<file path="config.mk">
export PLATFORM = sky130hd
export DESIGN_NAME = pipe_skid_stage_flat
export DESIGN_NICKNAME = d
export VERILOG_FILES = /design/src/rtl/pipe_pkg.sv /design/src/rtl/pipe_skid_stage_if.sv /design/src/rtl/pipe_skid_stage.sv /design/src/flat_wrapper.sv
export SDC_FILE = /design/constraint.sdc
export NUM_CORES = 1
export LEC_CHECK = 0
export ABC_AREA = 1
export BUFFER_PORTS_ARGS = -buffer_cell sky130_fd_sc_hd__clkbuf_2
export CAP_MARGIN = 20
export CORE_MARGIN = 2
export CORE_UTILIZATION = 47
export DETAILED_ROUTE_END_ITERATION = 10
export PLACE_DENSITY = 0.72
export RECOVER_POWER = 25
export SETUP_SLACK_MARGIN = 0.4
export SLEW_MARGIN = 20
export SYNTH_ARGS = -nofsm -noshare
export SYNTH_HDL_FRONTEND = slang
export SYNTH_SLANG_ARGS = --single-unit
</file>
<file path="constraint.sdc">
create_clock -name i_clk -period 3.1 [get_ports i_clk]
set_input_delay 0.31 -clock i_clk [delete_from_list [all_inputs] [get_ports i_clk]]
set_output_delay 0.31 -clock i_clk [all_outputs]
set_load 0.01 [all_outputs]
</file>
<file path="src/rtl/pipe_pkg.sv">
// Shared types and constants for the reusable pipeline-stage register.
// Stage control fields are packed structs so each boundary can size CTRL_W with $bits.
package pipe_pkg;

  typedef enum logic [1:0] {
    ST_EMPTY = 2'd0,
    ST_ONE   = 2'd1,
    ST_TWO   = 2'd2
  } pipe_state_e;

  typedef struct packed {
    logic       insn_vld;
    logic [2:0] funct3;
    logic [3:0] alu_op;
    logic [1:0] wb_sel;
    logic       op_a_sel;
    logic       op_b_sel;
    logic       br_un;
    logic       mem_wren;
    logic       mem_ren;
    logic       rd_wren;
  } id_ex_ctrl_t;

  typedef struct packed {
    logic       insn_vld;
    logic [2:0] funct3;
    logic [1:0] wb_sel;
    logic       mem_wren;
    logic       mem_ren;
    logic       rd_wren;
  } ex_mem_ctrl_t;

  localparam int ID_EX_CTRL_W  = $bits(id_ex_ctrl_t);
  localparam int EX_MEM_CTRL_W = $bits(ex_mem_ctrl_t);

  // A bubble in ID/EX must not write anything; br_un defaults to unsigned compare.
  localparam id_ex_ctrl_t  ID_EX_CTRL_RST  = '{br_un: 1'b1, default: '0};
  localparam ex_mem_ctrl_t EX_MEM_CTRL_RST = '{default: '0};

  function automatic logic [1:0] occ_of(input pipe_state_e s);
    case (s)
      ST_ONE:  return 2'd1;
      ST_TWO:  return 2'd2;
      default: return 2'd0;
    endcase
  endfunction

endpackage

</file>
<file path="src/rtl/pipe_skid_stage_if.sv">
// Handshake and payload bundle between two pipeline stages.
// The slave modport is the stage register; the master is whoever drives it.
interface pipe_skid_stage_if #(
  parameter int DATA_W = 32,
  parameter int CTRL_W = 16
);
  logic              i_flush;
  logic              i_valid;
  logic              o_ready;
  logic [DATA_W-1:0] i_data;
  logic [CTRL_W-1:0] i_ctrl;
  logic              o_valid;
  logic              i_ready;
  logic [DATA_W-1:0] o_data;
  logic [CTRL_W-1:0] o_ctrl;
  logic [1:0]        o_occ;

  modport master (
    output i_flush, i_valid, i_data, i_ctrl, i_ready,
    input  o_ready, o_valid, o_data, o_ctrl, o_occ
  );

  modport slave (
    input  i_flush, i_valid, i_data, i_ctrl, i_ready,
    output o_ready, o_valid, o_data, o_ctrl, o_occ
  );
endinterface

</file>
<file path="src/rtl/pipe_skid_stage.sv">
// Pipeline-stage register with valid/ready handshake and a two-entry skid buffer.
// o_ready is a flop so backpressure never chains combinationally across stages.
module pipe_skid_stage
  import pipe_pkg::*;
#(
  parameter int                DATA_W        = 32,
  parameter int                CTRL_W        = 16,
  parameter logic [CTRL_W-1:0] CTRL_RST      = '0,
  parameter bit                ZERO_ON_FLUSH = 1'b1
) (
  input logic              i_clk,
  input logic              i_reset,
  pipe_skid_stage_if.slave bus
);

  pipe_state_e       state_reg, state_next;
  logic              ready_reg, ready_next;
  logic [DATA_W-1:0] main_data_reg, main_data_next;
  logic [CTRL_W-1:0] main_ctrl_reg, main_ctrl_next;
  logic [DATA_W-1:0] skid_data_reg, skid_data_next;
  logic [CTRL_W-1:0] skid_ctrl_reg, skid_ctrl_next;

  logic acc;
  logic take;
  logic valid_out;

  assign valid_out = (state_reg != ST_EMPTY);
  assign acc       = bus.i_valid & ready_reg;
  assign take      = valid_out & bus.i_ready;

  always_comb begin
    state_next     = state_reg;
    main_data_next = main_data_reg;
    main_ctrl_next = main_ctrl_reg;
    skid_data_next = skid_data_reg;
    skid_ctrl_next = skid_ctrl_reg;

    case (state_reg)
      ST_EMPTY: begin
        if (acc) begin
          state_next     = ST_ONE;
          main_data_next = bus.i_data;
          main_ctrl_next = bus.i_ctrl;
        end
      end
      ST_ONE: begin
        if (acc && take) begin
          main_data_next = bus.i_data;
          main_ctrl_next = bus.i_ctrl;
        end else if (acc) begin
          state_next     = ST_TWO;
          skid_data_next = bus.i_data;
          skid_ctrl_next = bus.i_ctrl;
        end else if (take) begin
          // Going empty: drop the control word so no stale enable leaks out.
          state_next     = ST_EMPTY;
          main_ctrl_next = CTRL_RST;
        end
      end
      ST_TWO: begin
        if (take) begin
          state_next     = ST_ONE;
          main_data_next = skid_data_reg;
          main_ctrl_next = skid_ctrl_reg;
          skid_ctrl_next = CTRL_RST;
        end
      end
      default: begin
        state_next     = ST_EMPTY;
        main_ctrl_next = CTRL_RST;
        skid_ctrl_next = CTRL_RST;
      end
    endcase

    // Flush overrides every handshake outcome; the beat offered this cycle is lost.
    if (bus.i_flush) begin
      state_next     = ST_EMPTY;
      main_ctrl_next = CTRL_RST;
      skid_ctrl_next = CTRL_RST;
      if (ZERO_ON_FLUSH) begin
        main_data_next = '0;
        skid_data_next = '0;
      end else begin
        main_data_next = main_data_reg;
        skid_data_next = skid_data_reg;
      end
    end

    ready_next = (state_next != ST_TWO);
  end

  always_ff @(posedge i_clk) begin
    if (i_reset) begin
      state_reg     <= ST_EMPTY;
      ready_reg     <= 1'b1;
      main_ctrl_reg <= CTRL_RST;
      skid_ctrl_reg <= CTRL_RST;
      if (ZERO_ON_FLUSH) begin
        main_data_reg <= '0;
        skid_data_reg <= '0;
      end
    end else begin
      state_reg     <= state_next;
      ready_reg     <= ready_next;
      main_data_reg <= main_data_next;
      main_ctrl_reg <= main_ctrl_next;
      skid_data_reg <= skid_data_next;
      skid_ctrl_reg <= skid_ctrl_next;
    end
  end

  assign bus.o_ready = ready_reg;
  assign bus.o_valid = valid_out;
  assign bus.o_data  = main_data_reg;
  assign bus.o_ctrl  = main_ctrl_reg;
  assign bus.o_occ   = occ_of(state_reg);

endmodule

</file>
<file path="src/flat_wrapper.sv">
// flat-port wrapper written by rule: the top's interface ports become plain ports
module pipe_skid_stage_flat import pipe_pkg::*;
#(
  parameter int                DATA_W        = 32,
  parameter int                CTRL_W        = 16,
  parameter logic [CTRL_W-1:0] CTRL_RST      = '0,
  parameter bit                ZERO_ON_FLUSH = 1'b1
)
  (i_clk, i_reset, bus_i_flush, bus_i_valid, bus_i_data, bus_i_ctrl, bus_i_ready, bus_o_ready, bus_o_valid, bus_o_data, bus_o_ctrl, bus_o_occ);
  pipe_skid_stage_if #(.DATA_W(DATA_W), .CTRL_W(CTRL_W)) bus_i ();
  input logic i_clk;
  input logic i_reset;
  input wire logic [$bits(bus_i.i_flush)-1:0] bus_i_flush;
  input wire logic [$bits(bus_i.i_valid)-1:0] bus_i_valid;
  input wire logic [$bits(bus_i.i_data)-1:0] bus_i_data;
  input wire logic [$bits(bus_i.i_ctrl)-1:0] bus_i_ctrl;
  input wire logic [$bits(bus_i.i_ready)-1:0] bus_i_ready;
  output wire logic [$bits(bus_i.o_ready)-1:0] bus_o_ready;
  output wire logic [$bits(bus_i.o_valid)-1:0] bus_o_valid;
  output wire logic [$bits(bus_i.o_data)-1:0] bus_o_data;
  output wire logic [$bits(bus_i.o_ctrl)-1:0] bus_o_ctrl;
  output wire logic [$bits(bus_i.o_occ)-1:0] bus_o_occ;
  assign bus_i.i_flush = bus_i_flush;
  assign bus_i.i_valid = bus_i_valid;
  assign bus_i.i_data = bus_i_data;
  assign bus_i.i_ctrl = bus_i_ctrl;
  assign bus_i.i_ready = bus_i_ready;
  assign bus_o_ready = bus_i.o_ready;
  assign bus_o_valid = bus_i.o_valid;
  assign bus_o_data = bus_i.o_data;
  assign bus_o_ctrl = bus_i.o_ctrl;
  assign bus_o_occ = bus_i.o_occ;
  pipe_skid_stage #(.DATA_W(DATA_W), .CTRL_W(CTRL_W), .CTRL_RST(CTRL_RST), .ZERO_ON_FLUSH(ZERO_ON_FLUSH)) u_core (.i_clk(i_clk), .i_reset(i_reset), .bus(bus_i));
endmodule
</file>
Word-level counts from Yosys, hierarchy flattened

Cells that the tools add are included.

Bitwise logic cells: 4
Mux-type cells: 20
Reduce and logical (&&, ||, !) cells: 9
Eq/ne operators: 10

Operator list:

| kind                                                  | count |
|---|---|
| two-way mux 16 bit                                    | 6 |
| two-way mux 32 bit                                    | 3 |
| one-hot mux 16 bit (3 select lines)                   | 2 |
| one-hot mux 32 bit (3 select lines)                   | 1 |
| two-way mux 2 bit                                     | 6 |
| AND reduction 4 bit                                   | 3 |
| inequality test 2 x 1 -> 1 bit, second input constant | 4 |
| one-hot mux 2 bit (3 select lines)                    | 1 |
| inequality test 2 bit, second input constant          | 2 |
| one-hot mux 2 bit (2 select lines)                    | 1 |
| inequality test 3 x 1 -> 1 bit, second input constant | 1 |
| inequality test 3 bit, second input constant          | 1 |
| AND reduction 3 bit                                   | 1 |
| nonzero test 3 bit                                    | 1 |
| bitwise AND 1 bit                                     | 2 |
| equality test 2 x 1 -> 1 bit, second input constant   | 1 |
| equality test 2 bit, second input constant            | 1 |
| zero test 2 bit                                       | 1 |
| inverter 1 bit                                        | 2 |
| nonzero test 2 bit                                    | 1 |
| OR reduction 2 bit                                    | 1 |
| logical AND 1 bit                                     | 1 |

Logic and storage cells: 49
Flip-flop bits (word level): 99
Output and inout port bits: 52
Input bits: 53

Depth between registers and ports, before layout

Gate-level depths: netlist of run 1.

Word-level depth: 8
Mapped depth: 10
Depth with buffers taken out: 9

Least setup slack after synthesis of run 1

Ideal clock, no wire load.

Kind: register -> register
From: register u_core.state_reg[0]
To: register u_core.skid_data_reg[10]
Data required time: 2.981 ns
Clock period less this slack: 1.392 ns
Data arrival time: 1.272 ns
Path slack: 1.708 ns
Stages on the path, launching flop included: 9
Path buffers: 1
Cells stage by stage: dfxtp_1 -> inv_2 -> nor2_4 -> inv_2 -> nor2_8 -> nand2_2 -> clkbuf_1 -> o21ai_0 -> a21oi_1

Word-level cells in the longest chain between the ends: 5

Ends and longest elaborated chain:

| item                                   | line                   | text |
|---|---|---|
| from (decl)                            | pipe_skid_stage.sv:16  | `pipe_state_e state_reg, state_next;` |
| from (signal assigned)                 | pipe_skid_stage.sv:103 | `state_reg <= state_next;` |
| nonzero test 2 bit                     | pipe_skid_stage.sv:27  | `assign valid_out = (state_reg != ST_EMPTY);` |
| bitwise AND 1 bit                      | pipe_skid_stage.sv:29  | `assign take = valid_out & bus.i_ready;` |
| logical AND 1 bit                      | pipe_skid_stage.sv:47  | `if (acc && take) begin` |
| inverter 1 bit (no source line)        | n/a                    |  |
| AND reduction 3 bit (no source line) * | n/a                    |  |
| to (signal assigned)                   | pipe_skid_stage.sv:107 | `skid_data_reg <= skid_data_next;` |
| to (decl)                              | pipe_skid_stage.sv:20  | `logic [DATA_W-1:0] skid_data_reg, skid_data_next;` |

Mark *: on every way between the ends. The rest lies on a longest branch, timed or not.
A chain may end at the register's enable or synchronous reset.

Worst setup path in the final report of run 1

From: register u_core.state_reg[0]
To: register u_core.skid_ctrl_reg[9]

Word-level cells in the longest chain between the ends: 5

Ends and longest elaborated chain:

| item                                   | line                   | text |
|---|---|---|
| nonzero test 2 bit                     | pipe_skid_stage.sv:27  |  |
| bitwise AND 1 bit                      | pipe_skid_stage.sv:29  |  |
| logical AND 1 bit                      | pipe_skid_stage.sv:47  |  |
| inequality test 2 bit (no source line) | n/a                    |  |
| AND reduction 4 bit (no source line)   | n/a                    |  |
| to (signal assigned)                   | pipe_skid_stage.sv:108 | `skid_ctrl_reg <= skid_ctrl_next;` |
| to (decl)                              | pipe_skid_stage.sv:21  | `logic [CTRL_W-1:0] skid_ctrl_reg, skid_ctrl_next;` |

Several ways; a longest one is shown, not always the timed one.

==> results of run 1 <==
==> cells by family (layout without fill, tap and decap cells) <==
group	after synthesis	in the layout	synth area share
buffers and inverters	110	196	0.107
AO/OA/AOI/OAI	179	179	0.215
AND/OR/NAND/NOR	216	216	0.207
flip-flops	99	99	0.471
==> power groups by stage <==
stage / sequential [mW] / clock [mW] / combinational, mW
2_1_floorplan: 1.37 / 0 / 0.174
3_3_place_gp: 1.36 / 0 / 0.288
3_5_place_dp: 1.36 / 0 / 0.295
4_1_cts: 1.33 / 0.804 / 0.296
5_1_grt: 1.33 / 0.850 / 0.329
6_report: 1.33 / 0.788 / 0.288
==> per-layer routing <==
layer / vias to the layer above / track usage / part of all wire
li1: 2067 / - / -
met2: 92 / 0.342 / 0.47
met4: 0 / 0.0653 / 0.011
met5: - / 0 / 0
met3: 9 / 0.0475 / 0.059
met1: 1853 / 0.236 / 0.46
==> placed cells by master (no fill, tap or decap), types with 7 or more instances in the layout <==
master      n
nand2_1   122
inv_1      66
inv_2       7
clkbuf_2   68
clkbuf_1   36
clkbuf_8   11
o21ai_1    23
dfxtp_1    99
a21oi_1    65
nor2_1     81
o21ai_0    89
==> metrics by stage <==
stage | utilization | cells | worst slack, ns | total power [mW] | cell area [um^2]
floorplan | - | 604 | 1.71 | 1.55 | 4210
global placement | 0.543 | 782 | 0.995 | 1.65 | 4710
detailed placement | 0.543 | 782 | 0.927 | 1.65 | 4710
CTS | 0.564 | 798 | 0.883 | 2.43 | 4900
global route | 0.559 | 798 | 0.591 | 2.51 | 4850
finish | 0.559 | 798 | 0.851 | 2.40 | 4850
==> cells in the mapped netlist <==
library cell / instances / share of area
a211oi_1: 1 / 0.0018
clkbuf_1: 14 / 0.012
clkinv_1: 1 / 0.00089
inv_2: 8 / 0.0071
buf_2: 16 / 0.019
o21ai_1: 23 / 0.027
clkbuf_2: 3 / 0.0036
nand2_2: 3 / 0.0045
buf_6: 1 / 0.0027
nor3_1: 1 / 0.0012
buf_4: 2 / 0.0036
nand2_1: 122 / 0.11
nor2_1: 82 / 0.073
nand3_2: 1 / 0.0024
nor2_8: 1 / 0.0048
nand3_1: 2 / 0.0024
a21oi_1: 65 / 0.077
o21ai_2: 1 / 0.0021
nor2_2: 1 / 0.0015
o21ai_0: 89 / 0.11
dfxtp_1: 99 / 0.47
nor2_4: 2 / 0.0054
nand2_4: 1 / 0.0027
inv_1: 65 / 0.058
==> how the worst max path moves through the flow <==
stage / slack (ns) / start / end / cells after the start
floorplan: 1.71 / u_core.state_reg[0]$_SDFF_PP0_ / u_core.skid_data_reg[10]$_SDFFE_PP0P_ / 8
global placement: 0.99 / u_core.state_reg[0]$_SDFF_PP0_ / u_core.skid_data_reg[5]$_SDFFE_PP0P_ / 7
detailed placement: 0.93 / u_core.state_reg[0]$_SDFF_PP0_ / u_core.skid_ctrl_reg[9]$_SDFFE_PP0P_ / 5
CTS: 0.88 / u_core.state_reg[0]$_SDFF_PP0_ / u_core.skid_data_reg[25]$_SDFFE_PP0P_ / 7
global route: 0.59 / u_core.state_reg[0]$_SDFF_PP0_ / u_core.skid_data_reg[30]$_SDFFE_PP0P_ / 7
finish: 0.85 / u_core.state_reg[0]$_SDFF_PP0_ / u_core.skid_ctrl_reg[9]$_SDFFE_PP0P_ / 5
==> area by class of cell <==
type | instances | area (um^2) | share of cell area
flip-flops and latches | 99 | 1980 | 0.408
well taps | 108 | 135 | 0.0278
repair buffers | 106 | 490 | 0.101
multi-input cells | 395 | 1780 | 0.367
clock buffers | 11 | 151 | 0.0312
inverters | 74 | 278 | 0.0572
clock inverters | 5 | 37.5 | 0.00773
==> flow_summary.toml, run 1 <==
[clock_network]
worstSkewPairLatency_ns = 0.36
path_clk_slew_ns = 0.10
root_buffer = "clkbuf_8"
post_cts_buffers = 0
cts_tree = "done"
clockBufferDepth = 2
hold_buffers = 0
cts_buffers = 9
clock-sinks = 99
cts_max_level = 3
postCtsResizedCells = 0

[power]
power_density_nw_per_um2 = 496
seqPwrFrac = 0.553
swShare = 0.274
power_frac_comb = 0.120
ir_drop_v = 0.000198
p_leak_nw = 2.08
internal_power_mw = 1.75
clkPwrFrac = 0.328
switchingPower_uw = 659

[placement]
gp_congestion = 0.856
dp_hpwl_um = 6340
portBuffers = 104

[sta]
rsz0062_at_grt = "no"
maxSlewHeadroom = 0.300
hold-worst-slack_ns = 0.156
drv_slew = 0
setup_violations = 0
fin_crit_ns = 2.25
hold_violations = 0
tns_ns = 0
fmax_mhz = 445
fin_skew_ns = 0.0123
fin_crit_sh = 0.725
tightest_slew_ns = 1.05

[floorplanning]
die_h_um = 98.6
start_util = 0.485
num_rows = 34
fp.dieW_um = 98.6
die-area_um2 = 9720
ios = 105
coreArea_um2 = 8680

[run]
max-cap-violations = 0

[worst_setup_path]
cp_top_family = "simple AND/OR/NAND/NOR gates"
reg2reg_to = "u_core.skid_ctrl_reg[9]$_SDFFE_PP0P_"
reg2reg_setup_slack_ns = 0.85
reg2reg_depth = 5
slowest_stage = "nand3_1"
cp_cell_sequence = "inv_1 -> o21ai_0 -> nand3_1 -> o21ai_0 -> a21oi_1"
cp_max_fo = 32
r2r_start = "u_core.state_reg[0]$_SDFF_PP0_"
cp.arrival_ns = 2.46
worst_path_largest_cell_delay_ns = 0.77
critPathRequiredTime_ns = 3.31
criticalPathCategory = "reg2reg"
end_kind = "register"
path_buf_inv = 1
start_kind = "register"
cp_common_cell = "o21ai_0"

[worst_hold_path]
min_path_cells = 2
min_path_type = "in2reg"
hp-start = "i_reset"
min_to = "u_core.state_reg[0]$_SDFF_PP0_"

[finish]
fillers = 867
area_growth_pct = 15.4
diodes = 0
drive_gt1_frac = 0.151
nets = 738

[logic_synthesis]
synth_warnings = 0
syn_inst = 604
synth_area_per_cell_um2 = 6.96
ys_ff_latch = 99
netlist_area_um2 = 4210
syn_nets = 657
yosysSeqAreaShare = 0.471
synth_cell_types = 24

[global_routing]
track_usage = 0.195
overflow = 0
grt_pass1_wl_um = 15900
grt_pass1_vias = 3637
grt_max_degree = 80
antenna_found_initial = 0

[outcome]
status = "finished clean"

[detailed_routing]
detail-route-antenna-nets = 0
vias = 4021
wire_per_inst_um = 12.1
drt-initial-drc-count = 167
first_pass_iters = 4
drc = 0
wl_um = 9630
via_per_inst = 5.04
Power figures use the tool's default switching activity.
==> run 2: changes to the inputs <==
--- a/config.mk
+++ b/config.mk
@@ -5,13 +5,13 @@
 export SDC_FILE = /design/constraint.sdc
 export NUM_CORES = 1
 export LEC_CHECK = 0
-export ABC_AREA = 1
+export ABC_AREA = 0
 export BUFFER_PORTS_ARGS = -buffer_cell sky130_fd_sc_hd__clkbuf_2
 export CAP_MARGIN = 20
 export CORE_MARGIN = 2
 export CORE_UTILIZATION = 47
 export DETAILED_ROUTE_END_ITERATION = 10
-export PLACE_DENSITY = 0.72
+export PLACE_DENSITY = 0.74
 export RECOVER_POWER = 25
 export SETUP_SLACK_MARGIN = 0.4
 export SLEW_MARGIN = 20
==> constraint.sdc (replaced) <==
create_clock -name i_clk -period 1.8 [get_ports i_clk]
set_input_delay 0.18 -clock i_clk [delete_from_list [all_inputs] [get_ports i_clk]]
set_output_delay 0.18 -clock i_clk [all_outputs]
set_load 0.01 [all_outputs]
==> flow_summary.toml, run 2 <==
[outcome]
status = "finished clean"

[finish]
layout_common_cells = "dfxtp_1, mux2i_1, nor2_1, clkbuf_2, nand2_1"
layout_commonest_cell = "dfxtp_1"
diodes = 0
fin_cells = 709
area_growth_pct = 32.8
drive_gt1_frac = 0.341
fillers = 734
regArea_um2 = 1990
nets = 646
multi_input_area_um2 = 2400

[power]
power_density_nw_per_um2 = 762
power_frac_comb = 0.160
switchingPower_mw = 1.28
ir_drop_v = 0.000501
internal_power_mw = 3.20
swShare = 0.286
seqPwrFrac = 0.508
clkPwrFrac = 0.332
p_total_mw = 4.49
p_leak_nw = 2.41

[sta]
tightest_slew_ns = 0.684
setup_violations = 0
tns_ns = 0
fin_skew_ns = 0.0146
maxSlewHeadroom = 0.544
fin_crit_ns = 1.49
rsz0062_at_grt = "yes"
hold_violations = 0
fmax_mhz = 670
fin_crit_sh = 0.829
drv_slew = 0
hold-worst-slack_ns = 0.0378

[clock_network]
cts_max_level = 3
hold_buffers = 0
cts_tree = "done"
clockBufferDepth = 2
clock-sinks = 99
root_buffer = "clkbuf_8"
worstSkewPairLatency_ns = 0.36
path_clk_slew_ns = 0.11
cts_buffers = 9

[logic_synthesis]
syn_nets = 526
synth-edff-count = 0
synthFlopType = "dfxtp_1"
synth_cell_types = 31
syn_inst = 473
async_flop_share = 0
synthTopCellsByArea = "dfxtp_1, mux2i_1, a211oi_2, nand2_1, nor2_1"
netlist_area_um2 = 4440
yosysMostFrequentCell = "dfxtp_1"
ys_ff_latch = 99
synth_area_per_cell_um2 = 9.38
yosys-top-cells-count = "dfxtp_1, nand2_1, mux2i_1, nor2_1, a21oi_1"
synth_top_area_frac = 0.447
yosysSeqAreaShare = 0.447
synth_warnings = 0
yosysTopAreaCell = "dfxtp_1"

[detailed_routing]
vias = 3901
via_per_inst = 5.50
detail-route-antenna-nets = 0
first_pass_iters = 4
wl_um = 11900
drt-initial-drc-count = 144
drc = 0
wire_per_inst_um = 16.7

[worst_hold_path]
min_path_type = "in2reg"

[global_routing]
overflow = 0
top_usage_layer = "met2"
met2_usage = 0.347
grt_pass1_vias = 3611
track_usage = 0.211
grt_max_degree = 45
grtUsageMet1 = 0.278
antenna_found_initial = 0
grt_pass1_wl_um = 17300
use_met3 = 0.0455

[floorplanning]
ios = 105
num_rows = 35
die_h_um = 101
start_util = 0.482
die-area_um2 = 10200
fp.dieW_um = 101
coreArea_um2 = 9200

[run]
max-cap-violations = 0

[placement]
gp_congestion = 0.788
post-place-cells = 665
dp_hpwl_um = 6780
portBuffers = 104

[worst_setup_path]
end_kind = "register"
critPathRequiredTime_ns = 2.08
cp_common_cell = "buf_12"
cp_cell_sequence = "buf_6 -> nand3b_1 -> o31ai_4 -> buf_12 -> buf_4 -> buf_12 -> a211oi_2"
start_kind = "register"
slowest_stage = "dfxtp_4"
worst_path_largest_cell_delay_ns = 0.40
cp_max_fo = 7
cp.arrival_ns = 1.77
criticalPathCategory = "reg2reg"
## run 2: cell types whose count changed in the layout (fill, tap and decap cells not counted), sizes merged, moves of 16 or more
cell,previous run,this run
o21ai,113,1
inv,73,5
mux2i,0,65
nand2,126,67
buf,2,43
a21oi,65,32
a211oi,1,32
nor2,86,65
and2,0,17
a22oi,0,16
o2bb2ai,0,16
## run 2: cell families (layout without fill, tap and decap cells)
logic type             Yosys count  count (layout)  share of synthesized area
AOI/OAI and AO/OA              102             102                      0.194
buffers and inverters           45             169                     0.0556
DFF                             99              99                      0.447
and+or+nand+nor                162             163                      0.157
muxes                           65              65                      0.147
## run 2: worst paths after layout
check                           slack (ns)                                     to  cells after the start                                  start
worst max-delay path                  0.31      u_core.bus.o_data[9]$_SDFFE_PP0P_                      7         u_core.state_reg[1]$_SDFF_PP0_
worst min-delay path                  0.04   u_core.skid_data_reg[6]$_SDFFE_PP0P_                      3                          bus_i_data[6]
worst max register to register        0.31      u_core.bus.o_data[9]$_SDFFE_PP0P_                      7         u_core.state_reg[1]$_SDFF_PP0_
worst min register to register        0.46  u_core.skid_data_reg[12]$_SDFFE_PP0P_                      2  u_core.skid_data_reg[12]$_SDFFE_PP0P_
## run 2: cell type report
type                    count  share of cell area
well taps                 111              0.0236
repair buffers            151               0.194
multi-input cells         330               0.407
inverters                   2             0.00127
clock inverters             6              0.0110
flip-flops and latches     99               0.338
clock buffers              10              0.0253
## run 2: critical path, delay by kind of cell, from the launching register on
family / cells / cell delay (ns)
AO/OA/AOI/OAI: 2 / 0.30
AND/OR/NAND/NOR: 1 / 0.15
flip-flops: 1 / 0.40
buffers and inverters: 4 / 0.56
## run 2: power by group through the flow
stage	clock network, mW	registers [mW]	logic, mW
finish	1.49	2.28	0.720
global route	1.62	2.28	0.779
CTS	1.51	2.28	0.651
detailed placement	0	2.33	0.564
global placement	0	2.33	0.549
floorplan	0	2.34	0.350
## run 2: through the flow
stage	utilization	setup slack (ns)	area, um^2
after floorplan	-	0.401	4460
after global placement	0.551	0.158	5070
after detailed placement	0.551	0.0354	5070
after CTS	0.609	0.287	5600
after global routing	0.641	0.252	5890
final	0.641	0.308	5890
## run 2: what timing repair did
item,CTS,global route
setup buffers,13,3
gates cloned,4,8
pin swaps,4,15
setup endpoints to repair,101,101
resized for setup,37,47
## run 2: per-layer routing
layer,wire length (um),vias up
li1,-,1892
met1,4880,1852
met2,6120,142
met3,699,15
met4,159,0
met5,0,-
